`config.mk`:
```
export PLATFORM = sky130hd
export DESIGN_NAME = seven_seg_scan_ctrl
export DESIGN_NICKNAME = d
export VERILOG_FILES = /design/src/rtl/seven_seg_pkg.sv /design/src/rtl/button_debouncer.sv /design/src/rtl/seven_seg_scan_ctrl.sv
export SDC_FILE = /design/constraint.sdc
export NUM_CORES = 1
export LEC_CHECK = 0
export CORE_ASPECT_RATIO = 0.8
export CORE_MARGIN = 1.5
export CORE_UTILIZATION = 39
export CTS_CLUSTER_DIAMETER = 150
export CTS_CLUSTER_SIZE = 12
export DETAILED_ROUTE_END_ITERATION = 8
export PLACE_DENSITY_LB_ADDON = 0.1
export SYNTH_ARGS = -nofsm -noshare
export SYNTH_HDL_FRONTEND = slang
export SYNTH_SLANG_ARGS = --single-unit
```
`constraint.sdc`:
```
create_clock -name clk -period 6.75 [get_ports clk]
set_input_delay 0.675 -clock clk [delete_from_list [all_inputs] [get_ports clk]]
set_output_delay 0.675 -clock clk [all_outputs]
set_load 0.02 [all_outputs]
```
`src/rtl/seven_seg_pkg.sv`:
```
// rtl/seven_seg_pkg.sv - shared register map, CTRL field positions and hex glyph table
package seven_seg_pkg;

  localparam logic [3:0] ADDR_CTRL   = 4'd0;
  localparam logic [3:0] ADDR_BUTTON = 4'd1;
  localparam logic [3:0] ADDR_EDGE   = 4'd2;
  localparam logic [3:0] ADDR_BLINK  = 4'd3;
  localparam logic [3:0] ADDR_DIGIT0 = 4'd4;

  localparam int CTRL_EN_BIT     = 0;
  localparam int CTRL_IRQ_EN_BIT = 1;
  localparam int CTRL_BRIGHT_LSB = 8;

  localparam logic [7:0] BRIGHT_RESET = 8'hFF;

  // Segment a is bit 0 through segment g at bit 6.
  function automatic logic [6:0] hex_to_seg(input logic [3:0] value);
    logic [6:0] seg;
    seg = 7'h00;
    case (value)
      4'h0: seg = 7'h3F;
      4'h1: seg = 7'h06;
      4'h2: seg = 7'h5B;
      4'h3: seg = 7'h4F;
      4'h4: seg = 7'h66;
      4'h5: seg = 7'h6D;
      4'h6: seg = 7'h7D;
      4'h7: seg = 7'h07;
      4'h8: seg = 7'h7F;
      4'h9: seg = 7'h6F;
      4'hA: seg = 7'h77;
      4'hB: seg = 7'h7C;
      4'hC: seg = 7'h39;
      4'hD: seg = 7'h5E;
      4'hE: seg = 7'h79;
      4'hF: seg = 7'h71;
      default: seg = 7'h00;
    endcase
    return seg;
  endfunction

endpackage

```
`src/rtl/button_debouncer.sv`:
```
// rtl/button_debouncer.sv - two-flop synchroniser plus hold counter for one active-low button
module button_debouncer #(
  parameter int DEBOUNCE_CYCLES = 500000
) (
  input  logic clk,
  input  logic reset_n,
  input  logic raw,
  output logic level
);

  localparam int CNT_W = $clog2(DEBOUNCE_CYCLES);

  logic             sync1;
  logic             sync2;
  logic [CNT_W-1:0] cnt;

  always_ff @(posedge clk or negedge reset_n) begin
    if (!reset_n) begin
      sync1 <= 1'b1;
      sync2 <= 1'b1;
      level <= 1'b1;
      cnt   <= '0;
    end else begin
      sync1 <= raw;
      sync2 <= sync1;
      // Any sample matching the accepted level counts as a bounce and restarts the hold.
      if (sync2 == level) begin
        cnt <= '0;
      end else if (cnt == CNT_W'(DEBOUNCE_CYCLES - 1)) begin
        level <= sync2;
        cnt   <= '0;
      end else begin
        cnt <= cnt + CNT_W'(1);
      end
    end
  end

endmodule

```
`src/rtl/seven_seg_scan_ctrl.sv`:
```
// rtl/seven_seg_scan_ctrl.sv - Avalon-MM multiplexed seven-segment display with PWM, blink and buttons
// Define SEVEN_SEG_HEX_DECODE_EN to treat DIGIT[i] as hex value plus dp instead of raw segments.
module seven_seg_scan_ctrl
  import seven_seg_pkg::*;
#(
  parameter int NUM_DIGITS      = 6,
  parameter int NUM_BUTTONS     = 4,
  parameter int SCAN_DIV        = 50000,
  parameter int DEBOUNCE_CYCLES = 500000,
  parameter int BLINK_DIV       = 25000000
) (
  input  logic                   clk,
  input  logic                   reset_n,
  input  logic [3:0]             avs_address,
  input  logic                   avs_read,
  input  logic                   avs_write,
  input  logic [31:0]            avs_writedata,
  output logic [31:0]            avs_readdata,
  input  logic [NUM_BUTTONS-1:0] button_n,
  output logic [NUM_BUTTONS-1:0] led_button,
  output logic [NUM_DIGITS-1:0]  sel_dig_n,
  output logic [7:0]             sel_seg,
  output logic                   irq
);

  localparam int IDX_W   = (NUM_DIGITS > 1) ? $clog2(NUM_DIGITS) : 1;
  localparam int SCAN_W  = $clog2(SCAN_DIV);
  localparam int BLINK_W = $clog2(BLINK_DIV);
`ifdef SEVEN_SEG_HEX_DECODE_EN
  localparam logic [7:0] DIGIT_MASK = 8'h8F;
`else
  localparam logic [7:0] DIGIT_MASK = 8'hFF;
`endif

  logic                   ctrl_en;
  logic                   ctrl_irq_en;
  logic [7:0]             bright;
  logic [NUM_DIGITS-1:0]  blink_mask;
  logic [NUM_BUTTONS-1:0] edge_flags;
  logic [NUM_BUTTONS-1:0] edge_clr;
  logic [NUM_BUTTONS-1:0] accepted;
  logic [NUM_BUTTONS-1:0] pressed;
  logic [NUM_BUTTONS-1:0] pressed_q;
  logic [7:0]             digit [NUM_DIGITS];
  logic [SCAN_W-1:0]      dwell;
  logic [IDX_W-1:0]       idx;
  logic [7:0]             pwm_cnt;
  logic [BLINK_W-1:0]     blink_cnt;
  logic                   blink_phase;
  logic [31:0]            rd_data;
  logic [7:0]             cur_digit;
  logic                   cur_blink;
  logic                   lit;
  logic                   unused_wdata;

  assign unused_wdata = ^avs_writedata[31:16];

  for (genvar b = 0; b < NUM_BUTTONS; b++) begin : g_btn
    button_debouncer #(
      .DEBOUNCE_CYCLES(DEBOUNCE_CYCLES)
    ) u_debouncer (
      .clk     (clk),
      .reset_n (reset_n),
      .raw     (button_n[b]),
      .level   (accepted[b])
    );
  end

  assign pressed    = ~accepted;
  assign led_button = pressed;
  assign edge_clr   = (avs_write && avs_address == ADDR_EDGE) ?
                      avs_writedata[NUM_BUTTONS-1:0] : '0;

  always_ff @(posedge clk or negedge reset_n) begin
    if (!reset_n) begin
      ctrl_en     <= 1'b0;
      ctrl_irq_en <= 1'b0;
      bright      <= BRIGHT_RESET;
      blink_mask  <= '0;
      edge_flags  <= '0;
      pressed_q   <= '0;
      irq         <= 1'b0;
      for (int i = 0; i < NUM_DIGITS; i++) digit[i] <= '0;
    end else begin
      pressed_q  <= pressed;
      // The set term is OR-ed in last so a new press beats a same-cycle clear.
      edge_flags <= (edge_flags & ~edge_clr) | (pressed & ~pressed_q);
      irq        <= ctrl_irq_en & (|edge_flags);
      if (avs_write) begin
        if (avs_address == ADDR_CTRL) begin
          ctrl_en     <= avs_writedata[CTRL_EN_BIT];
          ctrl_irq_en <= avs_writedata[CTRL_IRQ_EN_BIT];
          bright      <= avs_writedata[CTRL_BRIGHT_LSB +: 8];
        end
        if (avs_address == ADDR_BLINK) blink_mask <= avs_writedata[NUM_DIGITS-1:0];
        for (int i = 0; i < NUM_DIGITS; i++) begin
          if (avs_address == ADDR_DIGIT0 + 4'(i)) digit[i] <= avs_writedata[7:0] & DIGIT_MASK;
        end
      end
    end
  end

  always_ff @(posedge clk or negedge reset_n) begin
    if (!reset_n) begin
      dwell       <= '0;
      idx         <= '0;
      pwm_cnt     <= '0;
      blink_cnt   <= '0;
      blink_phase <= 1'b0;
    end else begin
      pwm_cnt <= pwm_cnt + 8'd1;
      if (dwell == SCAN_W'(SCAN_DIV - 1)) begin
        dwell <= '0;
        idx   <= (idx == IDX_W'(NUM_DIGITS - 1)) ? '0 : idx + IDX_W'(1);
      end else begin
        dwell <= dwell + SCAN_W'(1);
      end
      if (blink_cnt == BLINK_W'(BLINK_DIV - 1)) begin
        blink_cnt   <= '0;
        blink_phase <= ~blink_phase;
      end else begin
        blink_cnt <= blink_cnt + BLINK_W'(1);
      end
    end
  end

  always_comb begin
    rd_data = '0;
    case (avs_address)
      ADDR_CTRL: begin
        rd_data[CTRL_EN_BIT]             = ctrl_en;
        rd_data[CTRL_IRQ_EN_BIT]         = ctrl_irq_en;
        rd_data[CTRL_BRIGHT_LSB +: 8]    = bright;
      end
      ADDR_BUTTON: rd_data[NUM_BUTTONS-1:0] = pressed;
      ADDR_EDGE:   rd_data[NUM_BUTTONS-1:0] = edge_flags;
      ADDR_BLINK:  rd_data[NUM_DIGITS-1:0]  = blink_mask;
      default: begin
        for (int i = 0; i < NUM_DIGITS; i++) begin
          if (avs_address == ADDR_DIGIT0 + 4'(i)) rd_data[7:0] = digit[i];
        end
      end
    endcase
  end

  always_ff @(posedge clk or negedge reset_n) begin
    if (!reset_n) avs_readdata <= '0;
    else if (avs_read) avs_readdata <= rd_data;
  end

  // Select and segments both derive from the same registers, so they switch together.
  always_comb begin
    cur_digit = '0;
    cur_blink = 1'b0;
    for (int i = 0; i < NUM_DIGITS; i++) begin
      if (idx == IDX_W'(i)) begin
        cur_digit = digit[i];
        cur_blink = blink_mask[i];
      end
    end
    lit = ctrl_en && ((bright == 8'hFF) || (pwm_cnt < bright)) && !(cur_blink && blink_phase);
    for (int i = 0; i < NUM_DIGITS; i++) sel_dig_n[i] = !(lit && idx == IDX_W'(i));
  end

`ifdef SEVEN_SEG_HEX_DECODE_EN
  logic unused_digit;
  assign unused_digit = ^cur_digit[6:4];
  assign sel_seg = lit ? {cur_digit[7], hex_to_seg(cur_digit[3:0])} : 8'h00;
`else
  assign sel_seg = lit ? cur_digit : 8'h00;
`endif

endmodule

```
=== After elaboration in Yosys (flattened, before gate mapping) ===
Cells that the tools add are included.

* Bits in registers: 230
* Output and inout bits: 51
* Logic and storage cells: 152

* Add/sub/neg operators: 8
* $lt $le $gt $ge: 1
* Eq/ne operators: 25
* Muxes and demuxes: 36
* Bitwise gates (word level): 12
* Reduce and logical (&&, ||, !) cells: 35

{| class="wikitable"
|+ Operators by type and width
! cell !! number
|-
| $mux 19 || 8
|-
| $mux 8 || 14
|-
| $add 19x1->19 const B || 4
|-
| $eq 19x19->1 const B || 4
|-
| $add 25x1->25 const B || 1
|-
| $eq 25x25->1 const B || 1
|-
| $mux 25 || 1
|-
| $reduce_and 2->1 || 12
|-
| $add 16x1->16 const B || 1
|-
| $eq 16x16->1 const B || 1
|-
| $eq 4x3->1 const B || 4
|-
| $mux 16 || 1
|-
| $pmux 2 s4 || 2
|-
| $not 4->4 || 3
|-
| $logic_and 1x1->1 || 10
|-
| $add 8x1->8 const B || 1
|-
| $and 4x4->4 || 2
|-
| $eq 4x2->1 const B || 2
|-
| $eq 4x4->1 const B || 2
|-
| $eq 8x8->1 const B || 1
|-
| $lt 8x8->1 || 1
|-
| $reduce_or 4->1 || 2
|-
| $logic_not 1->1 || 7
|-
| $eq 3x2->1 const B || 2
|-
| other kinds (17) || 30
|}

=== Depth between registers and ports, before layout ===
Gate-level depths: netlist (run 1).

* Depth in word-level cells: 12
* Mapped depth: 10

=== By module ===
Synthesis (run 1) repeated with hierarchy kept, for this count alone.

* Cells, all modules: 1093
* Area, all modules: 11827.6 um^2

{| class="wikitable"
|+ By module, submodules not included
! module !! instances !! cells an instance !! area each (um^2) !! seq. area each (um^2)
|-
| seven_seg_scan_ctrl || 1 || 673 || 7493.4 || 3563.4
|-
| button_debouncer || 4 || 105 || 1083.5 || 554.3
|}

=== Worst setup path after synthesis (run 1) ===
No wires, ideal clock.

* Path type: register -> output
* Start point: register idx[0]
* End point: output sel_seg[4]
* Arrival time: 2.788 ns
* Slack: 3.287 ns
* Stages on the path, launching flop included: 11
* Cell sequence: dfrtp_1 > clkbuf_1 > buf_1 > and2_1 > ha_1 > nor2_1 > and3_1 > o311ai_1 > nand3_1 > buf_2 > a311oi_1

* Word-level cells in the longest chain between the ends: 11
* Elaborated cells between the ends (all ways): 22
* Classes of those cells: eq/ne (5); mux (13); reduce/logical (4)

{| class="wikitable"
|+ Ends and longest elaborated chain
! what !! RTL line !! RTL
|-
| start, declared || seven_seg_scan_ctrl.sv:46 || <nowiki>logic [IDX_W-1:0] idx;</nowiki>
|-
| start signal, assigned || seven_seg_scan_ctrl.sv:114 || <nowiki>idx <= (idx == IDX_W'(NUM_DIGITS - 1)) ? '0 : idx + IDX_W'(1);</nowiki>
|-
| $logic_not 3->1 || seven_seg_scan_ctrl.sv:156 || <nowiki>if (idx == IDX_W'(i)) begin</nowiki>
|-
| $mux 1 (6 in a row) || seven_seg_scan_ctrl.sv:156 ||
|-
| $logic_and 1x1->1 || seven_seg_scan_ctrl.sv:161 || <nowiki>lit = ctrl_en && ((bright == 8'hFF) || (pwm_cnt < bright)) && !(cur_blink && blink_phase);</nowiki>
|-
| $logic_not 1->1 || seven_seg_scan_ctrl.sv:161 ||
|-
| $logic_and 1x1->1 || seven_seg_scan_ctrl.sv:161 ||
|-
| $mux 8 * || seven_seg_scan_ctrl.sv:170 || <nowiki>assign sel_seg = lit ? cur_digit : 8'h00;</nowiki>
|-
| end, declared || seven_seg_scan_ctrl.sv:22 || <nowiki>output logic [7:0] sel_seg,</nowiki>
|}

Every way passes the cells marked *; elsewhere a longest branch is shown, timed or not.

=== Worst setup path after layout (run 1) ===
* Start point: register idx[1]
* End point: output sel_seg[5]

Same word-level chain as after synthesis.

==> results of run 1 <==
## where the power goes
part	internal [W]	total [W]	switching, W
combinational	0.000192	0.000385	0.000193
sequential	0.00150	0.00159	0.0000906
clock	0.000644	0.00118	0.000532
## worst paths after layout
path | from | end | slack [ns] | cells after the start
max in group asynchronous | reset_n | g_btn[2].u_debouncer.cnt[1] | 5.16 | 2
min in group clk | g_btn[3].u_debouncer.sync1 | g_btn[3].u_debouncer.sync2 | 0.36 | 0
worst min register to register | g_btn[3].u_debouncer.sync1 | g_btn[3].u_debouncer.sync2 | 0.36 | 0
worst max register to register | blink_cnt[18] | blink_cnt[14] | 4.45 | 5
worst max-delay path | idx[1] | sel_seg[5] | 1.43 | 8
worst min-delay path | reset_n | digit[44] | 0.19 | 1
## layout by cell type, fill, tap and decap left out, types with 17 or more instances in the layout
cell type	Yosys	routed
a21oi_1	21	21
xor2_1	54	54
clkdlybuf4s50_1	0	61
xnor2_1	55	55
clkbuf_1	18	17
nand2_1	68	68
o21ai_0	30	30
nand4_1	26	26
dfstp_2	20	20
nor2_1	149	149
and3_1	24	24
inv_1	36	36
clkbuf_16	0	23
dfrtp_1	210	210
nand3_1	55	55
mux2_2	63	63
## through the flow
stage / instances / setup slack (ns) / hold slack (ns) / instance area, um^2
finish: 1494 / 1.43 / 0.190 / 12700
global route: 1494 / 1.12 / 0.253 / 12700
CTS: 1494 / 1.42 / 0.221 / 12700
detailed placement: 1452 / 2.02 / 0.347 / 12000
global placement: 1452 / 2.06 / 0.347 / 12000
floorplan: 1069 / 3.29 / 0.345 / 11200
## kinds of logic after synthesis
logic type / share of synthesized area
XOR/XNOR: 0.0856
other: 0.000336
AND/OR/NAND/NOR: 0.181
buffers and inverters: 0.0379
AO/OA/AOI/OAI: 0.0696
multiplexers: 0.0905
flip-flops: 0.518
adder cells (fa/ha/maj): 0.0168
## registers in the layout (all words and copies together), names as in the netlist
signal                   count
idx                          3
g_btn.u_debouncer.cnt       76
edge_flags                   4
blink_mask                   6
pressed_q                    4
g_btn.u_debouncer.sync1      4
bright                       8
digit                       48
pwm_cnt                      8
irq                          1
dwell                       16
g_btn.u_debouncer.sync2      4
g_btn.u_debouncer.level      4
blink_phase                  1
blink_cnt                   25
ctrl_irq_en                  1
ctrl_en                      1
avs_readdata                16
## cell usage after synthesis, drive strengths merged, types with 9 or more instances
| master | n | area, um^2 |
|---|---|---|
| a21oi | 21 | 105 |
| mux2 | 63 | 709 |
| clkbuf | 18 | 67.6 |
| mux2i | 12 | 120 |
| nor3 | 16 | 85.1 |
| and3 | 24 | 150 |
| xnor2 | 55 | 482 |
| nand4 | 26 | 163 |
| ha | 15 | 188 |
| inv | 36 | 135 |
| o21ai | 30 | 150 |
| a22o | 9 | 78.8 |
| dfrtp | 210 | 5260 |
| nor4 | 11 | 90.1 |
| xor2 | 54 | 473 |
| dfstp | 20 | 526 |
| buf | 36 | 220 |
| nand2 | 68 | 255 |
| nor2b | 16 | 100 |
| nand3 | 55 | 275 |
| nor2 | 150 | 571 |
## layout make-up
type	instances	share of cell area
Inverter	36	0.0106
Sequential cell	230	0.455
Timing Repair Buffer	67	0.0522
Clock inverter	2	0.00158
Clock buffer	40	0.0503
Multi-Input combinational cell	749	0.394
Tap cell	370	0.0364
## routing by layer
layer	up-vias	GRT usage	share of wire
met3	28	0.0288	0.041
li1	3745	-	-
met5	-	0	0
met2	115	0.261	0.43
met1	3744	0.275	0.51
met4	0	0.0329	0.015
## worst max-delay path, stage by stage (launching register included)
cell and delay, ns:
dfrtp_1 0.77, and2_1 0.22, ha_1 0.56, nor2_1 0.32
and3_1 0.28, o311ai_1 0.35, nand3_1 0.48, a311oi_1 0.46
clkdlybuf4s50_1 0.68
==> impl_metrics.ini, run 1 <==
[worst_setup_path]
required_ns = 6.07
end_kind = primary output
crit_fanout = 17
crit_path_start_kind = register
path_class = reg2out
worstPathArrival_ns = 4.64

[global_route]
grt_max_degree = 94
grt_pass1_vias = 7543
track_usage = 0.177
grt_pass1_wl_um = 41900
grt_antenna_before_repair = 0
grt_overflow = 0

[synth]
netlist_area_um2 = 11200
synthCells = 1054
ys_types = 64
synth-edff-count = 0
postSynthAreaPerCell_um2 = 10.6
yosysSeqAreaShare = 0.518
ys_ff_latch = 230
synth-async-reset-ratio = 1.00
yosys_warnings = 0
ys_dominant_reg_cell = dfrtp_1

[clock_network]
path_clk_slew_ns = 0.06
cts_buffers = 23
post_cts_resized = 0
clockBufferDepth = 3
cts_tree = done
clock-sinks = 230
worstSkewPairLatency_ns = 0.52
cts-root-buf = clkbuf_16
cts_setup_buffers = 0
htree_levels = 1
ctsHoldBuffers = 0

[layout]
nets = 1166
nFillCells = 2727
seqCellArea_um2 = 5780
multi_input_area_um2 = 5000
drive_gt1_frac = 0.120
diodes = 0
syn_to_final_growth_pct = 13.9
fin_util = 0.450

[power]
p_leak_nw = 5.33
fin_total_pwr_w = 0.00315
vdd_drop_max_mv = 0.165
power_density_nw_per_um2 = 248

[die]
die_h_um = 154
fp.dieW_um = 192
rows = 55
fp.dieArea_um2 = 29600
coreArea_um2 = 28200
start_util = 0.395
io-pin-count = 95

[drt]
first_pass_iters = 6
drc = 0
drt-total-wl_um = 25300
drt_iter0_drc = 419
ant_nets = 0
wl_per_cell_um = 16.9
viasPerCell = 5.11
vias = 7632

[timing]
worst_pin_slew_ns = 1.01
fin_tns_setup_ns = 0
post-route-period-util = 0.787
fin_crit_ns = 5.32
slew_violations = 0
fin_skew_ns = 0.0157
setup_viol = 0
timing.final.hold_violations = 0
maxSlewHeadroom = 0.323
fmax_ghz = 0.188
rsz0062_at_grt = no

[place]
hpwlAfterDp_um = 16900
port_buffers = 62
place_congestion = 0.750

[worst_hold_path]
worstHoldPathType = in2async

[flow_run]
cap_violations = 0

[run_status]
status = complete, no violations
(Power assumes the default switching activity.)
==> run 2, diff against run 1 <==
==> constraint.sdc (replaced) <==
create_clock -name clk -period 4.27 [get_ports clk]
set_input_delay 0.427 -clock clk [delete_from_list [all_inputs] [get_ports clk]]
set_output_delay 0.427 -clock clk [all_outputs]
set_load 0.02 [all_outputs]
==> impl_metrics.ini, run 2 (same netlist as run 1, synthesis figures left out) <==
[drt]
wl_per_cell_um = 16.9
ant_nets = 0
drc = 0
drt-total-wl_um = 25400
drt_iter0_drc = 436
first_pass_iters = 4
vias = 7652
viasPerCell = 5.08

[timing]
setup_ws_ns = 0.290
setup_viol = 0
worst_pin_slew_ns = 0.971
maxSlewHeadroom = 0.348
timing.final.hold_violations = 0
post-route-period-util = 0.932
fin_tns_setup_ns = 0
fin_skew_ns = 0.0190
fmax_ghz = 0.251
slew_violations = 0
fin_crit_ns = 3.98
rsz0062_at_grt = no

[clock_network]
clock-sinks = 230
path_clk_slew_ns = 0.06
worstSkewPairLatency_ns = 0.52
cts_buffers = 23
htree_levels = 1
cts-root-buf = clkbuf_16
cts_tree = done
clockBufferDepth = 3

[die]
fp.dieW_um = 192
die_h_um = 154
fp.dieArea_um2 = 29600
io-pin-count = 95
rows = 55
start_util = 0.395
coreArea_um2 = 28200

[worst_hold_path]
worstHoldPathType = in2reg

[worst_setup_path]
r2r-start = blink_cnt[18]
critPathLaunch = idx[2]
crit_path_frequent_cell = buf_4
crit_path_start_kind = register
rrSetupSlack_ns = 1.99
ff2ff_path_depth = 5
crit_chain = inv_1 -> ha_1 -> buf_4 -> nor2_1 -> and3_1 -> o311ai_1 -> nand3_2 -> buf_4 -> buf_12 -> or3_1 -> clkdlybuf4s50_1
worstPathArrival_ns = 3.55
critPathSlowestCell = clkdlybuf4s50_1
path_class = reg2out
required_ns = 3.84
cpPeakStageDelay_ns = 0.54
end_kind = primary output
crit_fanout = 12
endpoint = sel_dig_n[5]
r2r-end = blink_cnt[14]

[layout]
syn_to_final_growth_pct = 15.1
diodes = 0
regMostFlops = g_btn.u_debouncer.cnt
nets = 1179
mostFrequentLayoutCell = dfrtp_1
fin_util = 0.455
largestRegisters = g_btn.u_debouncer.cnt (76), digit (48), blink_cnt (25)
nFillCells = 2727
drive_gt1_frac = 0.130
largest_reg_flops = 76
final_cell_mix = dfrtp_1 (210), nor2_1 (149), nand2_1 (68)

[run_status]
status = complete, no violations

[power]
vdd_drop_max_mv = 0.246
fin_total_pwr_w = 0.00501
power_density_nw_per_um2 = 391
p_leak_nw = 5.40

[place]
port_buffers = 62
hpwlAfterDp_um = 17200
place_ws_ns = 0.557
place_congestion = 0.766

[global_route]
grt_max_degree = 94
grt_antenna_before_repair = 0
grt_overflow = 0
track_usage = 0.178
grt_pass1_vias = 7482
grt_pass1_wl_um = 41900

[flow_run]
cap_violations = 0
run 2: changes by cell type in the layout (fill, tap and decap cells not counted):
cell / before / now
nand3_1: 55 / 54
dlygate4sd3_1: 0 / 1
nand3_2: 0 / 1
clkbuf_1: 17 / 16
buf_4: 5 / 15
buf_12: 0 / 2
run 2: final cells by class:
type	instances	area, um^2	area share
Sequential cell	230	5780	0.450
Multi-Input combinational cell	749	5010	0.390
Timing Repair Buffer	80	788	0.0614
Clock buffer	39	636	0.0495
Tap cell	370	463	0.0361
Inverter	36	135	0.0105
Clock inverter	2	20.0	0.00156
run 2: power by group:
group | switching (W) | internal (W)
clock network | 0.000851 | 0.00101
registers | 0.000146 | 0.00237
logic | 0.000308 | 0.000321
run 2: how the worst min path moves through the flow:
stage / slack, ns / endpoint / startpoint / depth (start not counted)
after floorplan: 0.13 / avs_readdata[0] / reset_n / 0
after global placement: 0.35 / g_btn[2].u_debouncer.sync2 / g_btn[2].u_debouncer.sync1 / 0
after detailed placement: 0.35 / g_btn[2].u_debouncer.sync2 / g_btn[2].u_debouncer.sync1 / 0
after CTS: 0.29 / g_btn[2].u_debouncer.sync1 / button_n[2] / 1
after global routing: 0.31 / g_btn[3].u_debouncer.sync1 / button_n[3] / 1
final: 0.32 / g_btn[2].u_debouncer.sync1 / button_n[2] / 1
run 2: metrics by stage:
stage / instances / area, um^2 / hold WS (ns)
after floorplan: 1069 / 11200 / 0.131
after global placement: 1462 / 12100 / 0.347
after detailed placement: 1462 / 12100 / 0.347
after CTS: 1504 / 12800 / 0.292
after global routing: 1506 / 12800 / 0.308
final: 1506 / 12800 / 0.318
run 2: timing repair:
action | CTS | global route
hold endpoints to repair | 81 | 0
gates resized for setup | 1 | 0
pin swaps | 0 | 1
endpoints found under the setup margin | 1 | 6
hold buffers | 1 | 0
buffers inserted | 0 | 2
run 2: routing by layer:
metal | vias to the layer above | track usage | part of all wire
met3 | 21 | 0.0300 | 0.044
met2 | 94 | 0.257 | 0.43
met4 | 0 | 0.0329 | 0.012
met1 | 3765 | 0.278 | 0.51
met5 | - | 0 | 0
li1 | 3772 | - | -
run 2: worst max-delay path: cells and delay by family, from the launching register on:
kind	cells	cell delay, ns
AOI/OAI and AO/OA	1	0.39
buffers and inverters	5	1.28
adders and majority gates	1	0.26
and+or+nand+nor	4	0.64
DFF	1	0.48
==> run 3, diff against run 2 <==
--- a/config.mk
+++ b/config.mk
@@ -12,6 +12,7 @@
 export CTS_CLUSTER_SIZE = 12
 export DETAILED_ROUTE_END_ITERATION = 8
 export PLACE_DENSITY_LB_ADDON = 0.1
+export SETUP_SLACK_MARGIN = 0.05
 export SYNTH_ARGS = -nofsm -noshare
 export SYNTH_HDL_FRONTEND = slang
 export SYNTH_SLANG_ARGS = --single-unit
==> results of run 3 <==
Same layout as run 2: the final DEF is identical, and so are final timing and power.
